## config.mk

```make
export PLATFORM = sky130hd
export DESIGN_NAME = cache_set
export DESIGN_NICKNAME = d
export VERILOG_FILES = /design/src/rtl/cache_set.sv
export SDC_FILE = /design/constraint.sdc
export NUM_CORES = 1
export LEC_CHECK = 0
export CAP_MARGIN = 20
export CELL_PAD_IN_SITES_DETAIL_PLACEMENT = 0
export CELL_PAD_IN_SITES_GLOBAL_PLACEMENT = 1
export CORE_UTILIZATION = 45
export DETAILED_ROUTE_END_ITERATION = 7
export PLACE_DENSITY = 0.9
export SKIP_LAST_GASP = 1
export SLEW_MARGIN = 10
export SYNTH_ARGS = -nofsm -noshare
export SYNTH_HDL_FRONTEND = slang
export SYNTH_SLANG_ARGS = --single-unit
```

## constraint.sdc

```tcl
create_clock -name clk -period 2.07 [get_ports clk]
set_input_delay 0.207 -clock clk [delete_from_list [all_inputs] [get_ports clk]]
set_output_delay 0.207 -clock clk [all_outputs]
set_load 0.005 [all_outputs]
```

## src/rtl/cache_set.sv

```systemverilog
// ============================================================================
//  Module      : cache_set
//  Description : One line of a direct-mapped cache. Holds a 5-bit tag, valid
//                and dirty bits and four 16-bit data words. Tag compare and
//                word read are combinational; fills and compare-writes update
//                state on the rising clock edge.
//  Revision    : 1.0 - initial release
// ============================================================================
`default_nettype none

module cache_set (
  input  logic        clk,
  input  logic        rst,
  input  logic        enable,
  input  logic [0:1]  word,
  input  logic        comp,
  input  logic        write,
  input  logic [0:4]  tag_in,
  input  logic [0:15] data_in,
  input  logic        valid_in,
  output logic        hit,
  output logic        dirty,
  output logic [0:4]  tag_out,
  output logic [0:15] data_out,
  output logic        valid
);

  localparam int C_NUM_WORDS = 4;

  logic [0:4]  r_tag;
  logic        r_valid;
  logic        r_dirty;
  logic [0:15] r_data [0:C_NUM_WORDS-1];

  logic        w_match;
  logic        w_fill;
  logic        w_cwrite;
  logic        w_word_we;

  // A stored line only matches when it is valid; an invalid line never hits.
  assign w_match   = r_valid && (tag_in == r_tag);
  // Access-write always lands; compare-write lands only on a match.
  assign w_fill    = enable && !comp && write;
  assign w_cwrite  = enable &&  comp && write && w_match;
  assign w_word_we = w_fill || w_cwrite;

  // Tag, valid and dirty: fill reloads tag/valid and cleans the line,
  // a landed compare-write marks it dirty.
  always_ff @(posedge clk or negedge rst) begin
    if (!rst) begin
      r_tag   <= '0;
      r_valid <= 1'b0;
      r_dirty <= 1'b0;
    end else if (w_fill) begin
      r_tag   <= tag_in;
      r_valid <= valid_in;
      r_dirty <= 1'b0;
    end else if (w_cwrite) begin
      r_dirty <= 1'b1;
    end
  end

  // One register per data word; only the addressed word is written.
  generate
    for (genvar gi = 0; gi < C_NUM_WORDS; gi++) begin : g_word
      // Word gi captures data_in when it is the target of a landed write.
      always_ff @(posedge clk or negedge rst) begin
        if (!rst) begin
          r_data[gi] <= '0;
        end else if (w_word_we && (word == gi[1:0])) begin
          r_data[gi] <= data_in;
        end
      end
    end
  endgenerate

  // Outputs reflect pre-edge state and are forced to zero when deselected.
  always_comb begin
    hit      = 1'b0;
    dirty    = 1'b0;
    valid    = 1'b0;
    tag_out  = '0;
    data_out = '0;
    if (enable) begin
      hit      = comp && w_match;
      dirty    = r_dirty;
      valid    = r_valid;
      tag_out  = r_tag;
      data_out = r_data[word];
    end
  end

endmodule

`default_nettype wire

```

==> results.md <==
* Max-slew violation count at 0
* Max Buffers Root-to-Sink at 2
* Final design area excluding fillers at 5970 um2
* Num Clock Sinks at 71
* Final hold violation count at 0
* Compound-gate portion of the synthesized area at 19.7%
* Routed vias/inst at 6.39
* Total GRT Usage at 27.4%
* H-tree depth at 3
* Final-report setup violation count at 0
* First-pass detailed-route iteration total at 8
* Wire per inst at 21.5 um
* Post-synth EDFFs at 0
* FP Rows at 37
* Area share of the leading cell type in the synthesized netlist at 37.4%
* Vias at 4395
* Run status: finished, final reports clean
* DR DRC count at 0
* Dpl cells at 660
* Post-layout min period at 2.04 ns
* Die width at 105 um
* Clock latency on the worst-skew pair at 0.35 ns
* Count leader, synth: dfrtp_1
* Starting Density at 46.3%
* Worst Tran Pin Value at 0.870 ns
* Crit. End Element: primary output
* Die Area at 11000 um2
* # port buffers at 52
* Number of global-route vias before repair at 4278
* Area of the multi-input gates at 2680 um2
* Fillcell total at 896
* Nets at 576
* Largest area contributor in the netlist: dfrtp_1
* Post-synthesis adder-cell area fraction at 0%
* Final period util at 98.8%
* ANT nets after route at 0
* Post-DP HPWL at 9420 um
* DP Worst Slack at -0.221 ns
* Cts bufs inserted at 9
* Storage element area at 1780 um2
* CTS tree: built
* Worst Path Required at 1.86 ns
* Area growth syn-to-layout at 25.6%
* Async set-reset flop share out of synthesis at 100%
* Fin Setup TNS at 0 ns
* Worst VDD drop at 0.377 mV
* Crit Path Category: reg -> out
* Post-synth top flop: dfrtp_1
* Final worst slack at 0.0256 ns
* 1st-iter DRT viols at 432
* Synth Instances at 482
* CORE AREA at 10300 um2
* Max_slew headroom at 42.0%
* GPL Wtd Cong at 0.876
* Final hold slack at 0.445 ns
* CTS Root Cell: clkbuf_8
* #FFs+latches synth at 71
* Worst Hold Class: in -> reg
* Unique cell type count in the Yosys netlist at 31
* Grt total ovfl at 0
* Final non-filler cell total at 688
* Io pins at 53
* First-pass GRT wire length at 23100 um
* XOR/XNOR Fraction of Synth Area at 0.921%
* Reg2Reg Setup Slack at 0.24 ns
* Syn_area_per_cell at 9.86 um2
* Area after DPL at 5590 um2
* Power Density at 774 nW/um2
* Synthesis Warnings at 0
* Initial antenna violation count at 0
* Lkg Pwr at 2.43 nW
* Worst-path maximum fanout at 2
* Main combinational cell family by area after synthesis: simple AND/OR/NAND/NOR gates
* Sequential share of the synthesized area at 37.4%
* Post-Syn Nets at 511
* Pin count of the biggest net entering global routing at 65
* Die height at 105 um
* Clk slew on worst S/H paths at 0.08 ns
* Largest cells by area after synthesis: dfrtp_1 37%, o211ai_2 7.9%, mux4_2 7.6%, a41oi_1 6.3%, o211ai_1 5.4%
* Setup crit start kind: register
* Skew final at 0.00857 ns
* Maxcap violations at 0
* Drt total wl at 14800 um
* Simple-gate share of the synthesized area at 26.4%
* Most frequent cells after synthesis: 71 x dfrtp_1, 35 x nand2_1, 35 x nor2_1
* FMAX at 489 MHz
* Layout cell share with drive strength beyond 1 at 26.3%
* Synthesized area at 4750 um2
* Antenna fix cells at 0
* Post-synthesis mux area share at 9.00%
* Critical path arrival at 1.84 ns
## final cells by class
type / instances / share of cell area, %
multi-input cells: 350 / 44.8
flip-flops and latches: 71 / 29.7
repair buffers: 115 / 18.6
well taps: 136 / 2.85
clock buffers: 10 / 2.14
clock inverters: 6 / 1.82
## per-stage QoR
step / power [W] / utilization (%)
finish: 0.00462 / 58.1
global route: 0.00484 / 58.1
global placement: 0.00315 / 54.4
floorplan: 0.00267 / -
detailed placement: 0.00320 / 54.4
CTS: 0.00455 / 57.2
## sequential cells by signal (all words and copies together), names as in the netlist
name	count
r_tag	5
r_valid	1
r_data	64
r_dirty	1
## worst max-delay path, stage by stage, from the launching register on
cell	delay, ns
dfrtp_1	0.41
mux4_2	0.47
and2_1	0.17
clkdlybuf4s50_1	0.44
## routing by layer
metal  wire length, um  part of all wire (%)  GRT usage [%]
met4               456                   3.1           12.1
met2              7230                    49           44.6
met1              6050                    41           36.0
met5                 0                     0              0
met3              1040                   7.0           4.55
## cells in the final DEF, fill, tap and decap left out, types with 2 or more instances in the layout
cell type and n:
a41oi_1 34, and2_1 23, buf_12 6, buf_4 54, bufinv_16 3, clkbuf_8 9, clkdlybuf4s50_1 45, clkinv_2 2
dfrtp_1 71, dlymetal6s2s_1 4, mux2_1 6, mux4_2 16, nand2_1 35, nand2b_1 2, nand3_1 30, nand4_1 31
nand4b_1 19, nor2_1 34, nor2_2 2, nor2_4 3, o211ai_1 34, o211ai_2 30, or2_1 24, or2_2 12
or3_1 4, xnor2_1 2, xor2_1 3
## worst paths after layout
kind                               end       start  cells past startpoint
max reg2reg                  r_data[3]    r_tag[1]                      6
min                            r_valid    valid_in                      2
max in group asynchronous   r_data[40]         rst                      3
min in group asynchronous   r_data[50]         rst                      2
min reg2reg                    r_dirty     r_dirty                      1
max                        data_out[2]  r_data[13]                      3
## logic make-up after synthesis
group	after synthesis
buffers and inverters	61
XOR/XNOR	5
multiplexers	22
AO/OA/AOI/OAI	99
AND/OR/NAND/NOR	224
flip-flops	71
## repair_timing
item / CTS / global route
hold buffers: 1 / 0
pin swaps: 1 / 0
buffers inserted: 0 / 9
gates cloned: 1 / 1
setup endpoints to repair: 17 / 9
hold endpoints to repair: 20 / 0
gates resized for setup: 6 / 5
## report_power, final
part           leakage, nW  switching (W)  internal [W]
clock                0.120       0.000558      0.000799
combinational         1.42       0.000644      0.000707
sequential           0.897       0.000219       0.00169
total                 2.43        0.00142       0.00320
No activity file was read; power rests on OpenSTA's default activity.
